## src/rtl/edge_event_detector.sv

```systemverilog
// ---------------------------------------------------------------------------
// edge_event_detector
//
// Multi-channel edge/event detector for asynchronous digital inputs. Each
// channel is synchronised, debounced by a consecutive-cycle filter, and
// classified into rising/falling events that raise a one-cycle pulse, set a
// sticky flag and bump a saturating event counter. A single interrupt line
// reports any channel with its sticky flag set.
//
// Parameters
//   N_CH        number of independent channels (1..32)
//   SYNC_STAGES synchroniser depth per channel (2..4)
//   FILT_CYC    consecutive mismatching cycles needed to accept a change (1..255)
//   CNT_W       width of each per-channel event counter (1..16)
//
// Ports
//   clk     clock, all state changes on the rising edge
//   rst_n   asynchronous active-low reset
//   din     raw asynchronous inputs, one bit per channel
//   mode    edge select per channel at [2i+1:2i]: 00 off, 01 rise, 10 fall, 11 both
//   clr     per-channel synchronous clear of sticky flag and counter
//   level   filtered, synchronised level per channel
//   pulse   one-cycle event strobe per channel
//   sticky  latched event flag per channel
//   cnt     per-channel event count, channel i at [(i+1)*CNT_W-1:i*CNT_W]
//   irq     OR of all sticky flags
// ---------------------------------------------------------------------------
module edge_event_detector #(
  parameter int N_CH        = 4,
  parameter int SYNC_STAGES = 2,
  parameter int FILT_CYC    = 3,
  parameter int CNT_W       = 8
) (
  input  logic                  clk,
  input  logic                  rst_n,
  input  logic [N_CH-1:0]       din,
  input  logic [2*N_CH-1:0]     mode,
  input  logic [N_CH-1:0]       clr,
  output logic [N_CH-1:0]       level,
  output logic [N_CH-1:0]       pulse,
  output logic [N_CH-1:0]       sticky,
  output logic [N_CH*CNT_W-1:0] cnt,
  output logic                  irq
);

  // Filter counter is just wide enough to hold FILT_CYC.
  localparam int FW = $clog2(FILT_CYC + 1);

  // The counter never actually stores FILT_CYC: the cycle that would reach
  // it toggles the level and clears instead, so the last stored value is
  // FILT_CYC-1.
  localparam logic [FW-1:0]    FILT_LAST = FW'(FILT_CYC - 1);
  localparam logic [CNT_W-1:0] CNT_MAX   = '1;

  typedef enum logic [1:0] {
    EDGE_OFF  = 2'b00,
    EDGE_RISE = 2'b01,
    EDGE_FALL = 2'b10,
    EDGE_BOTH = 2'b11
  } edge_sel_e;

  for (genvar i = 0; i < N_CH; i++) begin : g_ch

    logic [SYNC_STAGES-1:0] sync_q;
    logic                   samp;
    logic [FW-1:0]          filt_q;
    logic                   level_q;
    logic                   toggle;
    edge_sel_e              edge_sel;
    logic                   ev_hit;
    logic                   ev_q;
    logic                   pulse_q;
    logic                   sticky_q;
    logic [CNT_W-1:0]       cnt_q;

    // Synchroniser chain: din enters at bit 0, the last stage is the
    // sample the filter works on.
    always_ff @(posedge clk or negedge rst_n) begin
      if (!rst_n) begin
        sync_q <= '0;
      end else begin
        sync_q <= {sync_q[SYNC_STAGES-2:0], din[i]};
      end
    end

    assign samp = sync_q[SYNC_STAGES-1];

    // A level change is accepted on the cycle the mismatch count would
    // reach FILT_CYC; any matching cycle in between restarts the count.
    assign toggle = (samp != level_q) && (filt_q == FILT_LAST);

    // Debounce filter and the accepted level.
    always_ff @(posedge clk or negedge rst_n) begin
      if (!rst_n) begin
        filt_q  <= '0;
        level_q <= 1'b0;
      end else if (samp == level_q) begin
        filt_q  <= '0;
      end else if (toggle) begin
        filt_q  <= '0;
        level_q <= ~level_q;
      end else begin
        filt_q  <= filt_q + FW'(1);
      end
    end

    // Classify the change on the very edge where level toggles, using the
    // mode present on that edge, so a later mode change can never create a
    // pulse for a change that already happened.
    always_comb begin
      edge_sel = edge_sel_e'(mode[2*i +: 2]);
      ev_hit   = 1'b0;
      if (toggle) begin
        case (edge_sel)
          EDGE_RISE: ev_hit = ~level_q;
          EDGE_FALL: ev_hit = level_q;
          EDGE_BOTH: ev_hit = 1'b1;
          default:   ev_hit = 1'b0;
        endcase
      end
    end

    // ev_q is high in the same cycle the new level is visible; pulse is
    // one register later, i.e. the cycle after the level change.
    always_ff @(posedge clk or negedge rst_n) begin
      if (!rst_n) begin
        ev_q    <= 1'b0;
        pulse_q <= 1'b0;
      end else begin
        ev_q    <= ev_hit;
        pulse_q <= ev_q;
      end
    end

    // Sticky flag: a pulse sets it, clr clears it, and a pulse coinciding
    // with clr leaves it set so that event is not lost.
    always_ff @(posedge clk or negedge rst_n) begin
      if (!rst_n) begin
        sticky_q <= 1'b0;
      end else if (pulse_q) begin
        sticky_q <= 1'b1;
      end else if (clr[i]) begin
        sticky_q <= 1'b0;
      end
    end

    // Saturating event counter. A clear that coincides with a pulse counts
    // that pulse, leaving the counter at 1.
    always_ff @(posedge clk or negedge rst_n) begin
      if (!rst_n) begin
        cnt_q <= '0;
      end else if (clr[i]) begin
        cnt_q <= pulse_q ? CNT_W'(1) : '0;
      end else if (pulse_q && (cnt_q != CNT_MAX)) begin
        cnt_q <= cnt_q + CNT_W'(1);
      end
    end

    assign level[i]               = level_q;
    assign pulse[i]               = pulse_q;
    assign sticky[i]              = sticky_q;
    assign cnt[i*CNT_W +: CNT_W]  = cnt_q;

  end : g_ch

  // Purely combinational so the interrupt follows sticky with no delay.
  assign irq = |sticky;

endmodule
```

## config.mk

```make
export PLATFORM = sky130hd
export DESIGN_NAME = edge_event_detector
export DESIGN_NICKNAME = d
export VERILOG_FILES = /design/src/rtl/edge_event_detector.sv
export SDC_FILE = /design/constraint.sdc
export NUM_CORES = 1
export LEC_CHECK = 0
export CAP_MARGIN = 20
export CORE_MARGIN = 1
export CORE_UTILIZATION = 55
export DETAILED_ROUTE_END_ITERATION = 12
export HOLD_SLACK_MARGIN = 0.15
export PLACE_DENSITY = 0.91
export SETUP_SLACK_MARGIN = 0.02
export SYNTH_ARGS = -nofsm -noshare
export SYNTH_HDL_FRONTEND = slang
export SYNTH_SLANG_ARGS = --single-unit
```

## constraint.sdc

```tcl
create_clock -name clk -period 3.28 [get_ports clk]
set_clock_uncertainty 0.2 [all_clocks]
set_input_delay 0.492 -clock clk [delete_from_list [all_inputs] [get_ports clk]]
set_output_delay 0.492 -clock clk [all_outputs]
set_load 0.005 [all_outputs]
```

==> parameters.txt, run 1 <==
Parameter                              Value

Worst setup path
  Worst EP arrival ... 1.70 ns
  Flop2flop setup slack ... 1.48 ns
  Required time at the worst-slack endpoint ... 2.59 ns
  Crit. End Element ... primary output
  Crit path kind ... flip-flop to primary output
  Crit path max fanout ... 3
  FF-to-FF path depth ... 4
  Setup crit start kind ... flip-flop

Synth
  Mean Syn Cell Area ... 10.8 um^2
  Post-synthesis register bit count ... 64
  Synth async-reset ratio ... 100%
  Number of flops mapped to enable cells by yosys ... 0
  Post-synth cell types ... 45
  Biggest area consumer among synthesized cells ... sky130_fd_sc_hd__dfrtp_1
  Area share of the leading cell type in the synthesized netlist ... 54.0%
  Syn Nets ... 296
  Main flop type after synthesis ... sky130_fd_sc_hd__dfrtp_1
  Synthesized netlist cell count ... ~270
  Sequential share of the synthesized area ... 54.0%
  Area contributors post-synth ... sky130_fd_sc_hd__dfrtp_1 (54%), sky130_fd_sc_hd__a21oi_1 (3.9%), sky130_fd_sc_hd__buf_4 (3.0%)
  Cell Area, Synth ... 2960 um^2
  Yosys warns ... 0

Floorplanning
  Effective utilization at floorplan ... approximately 58%
  Number of ports placed on the die boundary ... 63
  Die span in x ... roughly 75 um
  Core Rows ... 26
  Die span in y ... 75.4 um
  Area of the core ... 5140 um^2
  Die area ... 5690 um^2

Global routing
  Antenna violations before repair ... 0
  Met3 capacity usage during global routing ... 7.01%
  Total overflow reported by the global router ... 0
  Maximum number of pins on one net before global-route repair ... 39
  Met1 demand-to-capacity share in global routing ... 27.2%
  Tot GR Track Use ... 21.5%
  Vias in the first global route ... ~2000
  GRT met2 Usage ... around a third
  Global route hottest layer ... met2
  Global-route wire length before repair ... 8910 um

Finish
  Fillers ... 397
  Antenna fix cells ... 0
  Area taken by multi-input logic gates ... between 1000 and 1500 um^2
  Fin area ... roughly 3800 um^2
  Final non-filler cell total ... 407
  Nets ... 354
  Layout cells sized above 1 ... 6.82%
  Leading cell types in the layout, fill and taps excluded ... sky130_fd_sc_hd__dfrtp_1 (64), sky130_fd_sc_hd__clkdlybuf4s50_1 (61), sky130_fd_sc_hd__a21oi_1 (23), sky130_fd_sc_hd__nand2_1 (19)
  Sequential standard cell area ... 1600 um^2
  Layout-stage area growth over the synthesis result ... 27.6%
  Most common cell after layout, fill and taps aside ... sky130_fd_sc_hd__dfrtp_1

STA
  Final period util ... between 70% and 80%
  Minimum clock period after layout ... around 2.4 ns
  Achievable frequency ... roughly 420 MHz
  Final setup violating endpoints ... 0
  Setup WS post-layout ... 0.887 ns
  Min Hold Slack ... between 0.1 and 0.15 ns
  Least-Margin Pin Slew ... 0.469 ns
  Total Neg Setup Slack ... 0 ns
  Final Max Slew Viols ... 0
  Number of hold violations in the final report ... 0
  Relative slew slack ... between 60 and 70%
  Setup repair after global routing missed its margin ... false

Route
  Post-route antenna net violation count ... 0
  Mean number of vias per cell ... 5.66
  WL/cell ... 13.9 um
  Remaining DRCs ... 0
  Total length of routed wires ... 5640 um
  Routed vias ... 2305
  First-pass iteration count of the detailed router ... 4
  Count of routing violations after the opening detailed-route iteration ... 116

Min path
  Min-delay worst type ... flip-flop to flip-flop
  Worst hold stages ... 0

Power
  Worst IR drop on VDD ... about 0.42 mV
  Total power density per cell area ... 538 nW/um^2
  Leak ... 1.65 nW

Clocking
  Clock net sink count ... 64
  Clock tree from TritonCTS ... done
  Number of gates resized after cts ... 0
  Latest clock arrival within the worst-skew pair ... 0.34 ns
  Clock root buffer ... sky130_fd_sc_hd__clkbuf_8
  Post-CTS clock slew at the launch and capture registers of the worst setup and hold paths ... 0.07 ns
  Hold bufs inserted after CTS ... 2
  CTS Buf Count ... 9
  H-tree Lvls ... 3
  Number of setup buffers added after CTS ... 0
  Clk buf depth ... 2

Status
  Result of the run ... finished, final reports clean

Job
  Number of max-cap violations ... 0

Place
  Half-perimeter wire length of the detailed placement result ... 3970 um
  Routability congestion estimate ... between 0.8 and 0.9
  Number of cells after detailed placement ... a little under 400
  Cell area reported after detailed placement ... 3560 um^2
  PortBufs ... 62
  Place WS ... 1.23 ns
==> metal layers <==
layer / vias to the layer above / part of all wire (%)
li1: 1116 / -
met1: 1117 / 44
met2: 65 / 50
met3: 7 / 5.7
met4: 0 / 1.1
met5: - / 0
==> logic make-up (layout without fill, tap and decap cells) <==
logic type | after synthesis | count (layout) | share of synthesized area (%)
xor+xnor | 4 | 4 | 1.18
buf+inv | 30 | 93 | 5.45
simple gates | 100 | 100 | 19.8
fa+ha+maj | 4 | 4 | 1.69
compound gates | 60 | 60 | 13.5
mux | 12 | 12 | 4.39
flops | 64 | 64 | 54.0
==> stage by stage <==
stage | total power [W] | util (%)
3_3_place_gp | 0.00136 | 69.3
2_1_floorplan | 0.00122 | -
4_1_cts | 0.00205 | 73.6
6_report | 0.00203 | 73.6
5_1_grt | 0.00214 | 73.6
3_5_place_dp | 0.00138 | 69.3
==> synth_stat cells (all sizes together), types with 5 or more instances <==
| cell type | count |
|---|---|
| dfrtp | 64 |
| a21oi | 23 |
| nand2 | 19 |
| buf | 15 |
| nand4 | 11 |
| inv | 9 |
| nor3 | 9 |
| mux2 | 8 |
| nand3 | 8 |
| nor2 | 8 |
| o21ai | 8 |
| nor2b | 7 |
| nor3b | 7 |
| a211o | 6 |
| and3 | 5 |
| and4 | 5 |
| nand3b | 5 |
==> flip-flops by register name (all words and copies together) (netlist names) <==
signal and flops:
g_ch.cnt_q 32, g_ch.filt_q 8, g_ch.sync_q 8, g_ch.pulse_q 4
g_ch.ev_q 4, g_ch.sticky_q 4, g_ch.level_q 4
==> power breakdown <==
part / switching, W / total [W] / internal, W
clock network: 0.000281 / 0.000672 / 0.000391
registers: 0.000103 / 0.000998 / 0.000895
logic: 0.000128 / 0.000363 / 0.000235
total: 0.000513 / 0.00203 / 0.00152
==> final cells by class <==
cell class	count	area share (%)
Inverter	11	1.09
Tap cell	70	2.32
Multi-Input combinational cell	180	31.8
Sequential cell	64	42.4
Clock buffer	13	4.20
Clock inverter	3	1.06
Timing Repair Buffer	66	17.2
==> worst paths after layout <==
kind | endpoint | start
worst min-delay path | g_ch[1].sync_q[1]$_DFF_PN0_ | g_ch[1].sync_q[0]$_DFF_PN0_
min in group asynchronous | g_ch[2].ev_q$_DFF_PN0_ | rst_n
worst max register to register | g_ch[2].cnt_q[6]$_DFFE_PN0P_ | g_ch[2].cnt_q[0]$_DFFE_PN0P_
worst min register to register | g_ch[1].sync_q[1]$_DFF_PN0_ | g_ch[1].sync_q[0]$_DFF_PN0_
worst max-delay path | irq | g_ch[1].sticky_q$_DFFE_PN0P_
max in group asynchronous | g_ch[2].cnt_q[3]$_DFFE_PN0P_ | rst_n
==> critical path: stages, from the launching register on <==
cell and delay (ns):
sky130_fd_sc_hd__dfrtp_1 0.39, sky130_fd_sc_hd__or4_1 0.52, sky130_fd_sc_hd__clkdlybuf4s50_1 0.46
Power figures use the tool's default switching activity.
==> run 2: changes to the inputs <==
Settings changed: CORE_UTILIZATION 55 to 51, PLACE_DENSITY 0.91 to 0.86.
Clock period 3.28 ns to 2.4 ns, I/O delays scaled along.
==> parameters.txt, run 2 (synthesized netlist as in run 1, its figures left out) <==
Parameter                              Value

Status
  Result of the run ... finished, final reports clean

Worst setup path
  Delay of the slowest cell on the worst path ... 0.50 ns (-0.02 ns)
  Crit. End Element ... primary output
  Crit path kind ... flip-flop to primary output
  Flop2flop setup slack ... 0.49 ns (-0.99 ns)
  Capturing point of the worst reg2reg path ... g_ch[1].cnt_q[5]$_DFFE_PN0P_
  FF-to-FF path depth ... 4 (unchanged)
  Worst EP arrival ... 1.68 ns (-0.02 ns)
  Crit path max fanout ... 3 (unchanged)
  Crit-path slowest cell ... sky130_fd_sc_hd__or4_1
  Chain of cells forming the critical path ... or4_1 > clkdlybuf4s50_1
  Beginning of the worst register-to-register path ... g_ch[1].cnt_q[0]$_DFFE_PN0P_
  Required time at the worst-slack endpoint ... 1.84 ns (-0.75 ns)
  Setup crit start kind ... flip-flop

Power
  Worst IR drop on VDD ... 0.503 mV (+20%)
  Leak ... 1.64 nW (-0.79%)
  Total power density per cell area ... 719 nW/um^2 (+34%)

Floorplanning
  Core Rows ... 27 (+3.8%)
  Die span in x ... 78.2 um (+3.7%)
  Effective utilization at floorplan ... 53.5% (-4.2 points)
  Die area ... 6120 um^2 (+7.6%)
  Die span in y ... 78.2 um (+3.7%)
  Number of ports placed on the die boundary ... 63 (unchanged)
  Area of the core ... 5540 um^2 (+7.8%)

Min path
  Worst Min Path Start ... g_ch[2].sync_q[0]$_DFF_PN0_
  Worst hold stages ... 0 (unchanged)
  Min-delay worst type ... flip-flop to flip-flop
  Endpoint with the worst hold slack ... g_ch[2].sync_q[1]$_DFF_PN0_

STA
  Relative slew slack ... 67.5% (-1.2 points)
  Final setup violating endpoints ... 0 (unchanged)
  Final Max Slew Viols ... 0 (unchanged)
  Total Neg Setup Slack ... 0 ns (unchanged)
  Final period util ... 93.4%
  Setup WS post-layout ... 0.158 ns (-0.729 ns)
  Achievable frequency ... 446 MHz
  Min Hold Slack ... 0.148 ns (-0.00188 ns)
  Number of hold violations in the final report ... 0 (unchanged)
  Setup repair after global routing missed its margin ... false
  Least-Margin Pin Slew ... 0.476 ns (+0.00633 ns)
  Minimum clock period after layout ... 2.24 ns

Route
  First-pass iteration count of the detailed router ... 4 (unchanged)
  Remaining DRCs ... 0 (unchanged)
  Post-route antenna net violation count ... 0 (unchanged)
  Count of routing violations after the opening detailed-route iteration ... 83 (-28%)
  Routed vias ... 2318 (+0.56%)
  Mean number of vias per cell ... 5.71 (+0.81%)
  Total length of routed wires ... 5390 um (-4.4%)
  WL/cell ... 13.3 um (-4.2%)

Place
  Half-perimeter wire length of the detailed placement result ... 3810 um (-4.1%)
  Number of cells after detailed placement ... 390 (+0.26%)
  Routability congestion estimate ... 0.823 (-4.4%)
  Cell area reported after detailed placement ... 3570 um^2 (+0.21%)
  Place WS ... 0.503 ns (-0.726 ns)
  PortBufs ... 62 (unchanged)

Global routing
  Total overflow reported by the global router ... 0 (unchanged)
  Global-route wire length before repair ... 9290 um (+4.3%)
  Vias in the first global route ... 2109 (+4.7%)
  Maximum number of pins on one net before global-route repair ... 65 (+67%)
  Antenna violations before repair ... 0 (unchanged)
  Tot GR Track Use ... 19.3% (-2.2 points)

Clocking
  CTS Buf Count ... 9 (unchanged)
  Clock net sink count ... 64 (unchanged)
  Latest clock arrival within the worst-skew pair ... 0.33 ns (about the same)
  H-tree Lvls ... 3 (unchanged)
  Number of setup buffers added after CTS ... 0 (unchanged)
  Clock tree from TritonCTS ... done
  Clock root buffer ... sky130_fd_sc_hd__clkbuf_8
  Clk buf depth ... 2 (unchanged)
  Post-CTS clock slew at the launch and capture registers of the worst setup and hold paths ... 0.07 ns (about the same)

Finish
  Fillers ... 440 (+11%)
  Nets ... 352 (-0.56%)
  Fin area ... 3770 um^2 (-0.26%)
  Leading cell types in the layout, fill and taps excluded ... sky130_fd_sc_hd__dfrtp_1 (64), sky130_fd_sc_hd__clkdlybuf4s50_1 (61), sky130_fd_sc_hd__a21oi_1 (23), sky130_fd_sc_hd__nand2_1 (19), sky130_fd_sc_hd__clkbuf_8 (13)
  Registers with the most flip-flops ... g_ch.cnt_q: 32 flops, g_ch.filt_q: 8 flops, g_ch.sync_q: 8 flops
  Register with the highest flop count ... g_ch.cnt_q
  Final non-filler cell total ... 406 (-0.25%)
  Antenna fix cells ... 0 (unchanged)
  Layout-stage area growth over the synthesis result ... 27.2%
  Most common cell after layout, fill and taps aside ... sky130_fd_sc_hd__dfrtp_1
  Layout cells sized above 1 ... 6.89% (+0.061 points)
  Largest register FFs ... 32 (unchanged)

Job
  Number of max-cap violations ... 0 (unchanged)
==> run 2: power breakdown <==
group          leakage, nW  internal, W  switching (W)
logic                0.681     0.000319       0.000167
registers            0.858      0.00122       0.000141
clock network       0.0975     0.000480       0.000381
total                 1.64      0.00202       0.000690
==> run 2: worst max-delay path by stage <==
| stage | start | to | cells after the start |
|---|---|---|---|
| floorplan | g_ch[1].cnt_q[0]$_DFFE_PN0P_ | g_ch[1].cnt_q[5]$_DFFE_PN0P_ | 5 |
| global placement | g_ch[1].sticky_q$_DFFE_PN0P_ | irq | 2 |
| detailed placement | g_ch[0].sticky_q$_DFFE_PN0P_ | irq | 2 |
| CTS | g_ch[0].sticky_q$_DFFE_PN0P_ | irq | 2 |
| global route | g_ch[1].sticky_q$_DFFE_PN0P_ | irq | 2 |
| finish | g_ch[0].sticky_q$_DFFE_PN0P_ | irq | 2 |
==> run 2: final cells by class <==
type	instances	area (um^2)	share of cell area, %
repair buffers	64	646	17.1
inverters	11	41.3	1.09
multi-input cells	180	1200	31.9
flip-flops and latches	64	1600	42.5
clock inverters	2	12.5	0.332
well taps	72	90.1	2.39
clock buffers	13	179	4.74
==> run 2: metrics by stage <==
stage | util, % | total power (W)
global placement | 64.4 | 0.00186
detailed placement | 64.4 | 0.00188
global route | 68.1 | 0.00288
floorplan | - | 0.00167
finish | 68.1 | 0.00271
CTS | 68.1 | 0.00275
==> run 2: critical path, delay by kind of cell (launching register included) <==
family / cells / cell delay, ns
DFF: 1 / 0.41
and+or+nand+nor: 1 / 0.50
buffers and inverters: 1 / 0.45
==> run 2: routing by layer <==
layer  track usage, %  share of wire, %  vias up
li1                 -                 -     1124
met1             25.0                46     1139
met2             30.7                48       49
met3             5.12               4.5        6
met4             8.15               1.2        0
met5                0                 0        -
==> run 2: what timing repair did <==
action,4_1_cts,5_1_grt
endpoints found under the setup margin,0,0
endpoints found under the hold margin,64,0
resized for setup,0,0
hold buffers,1,0
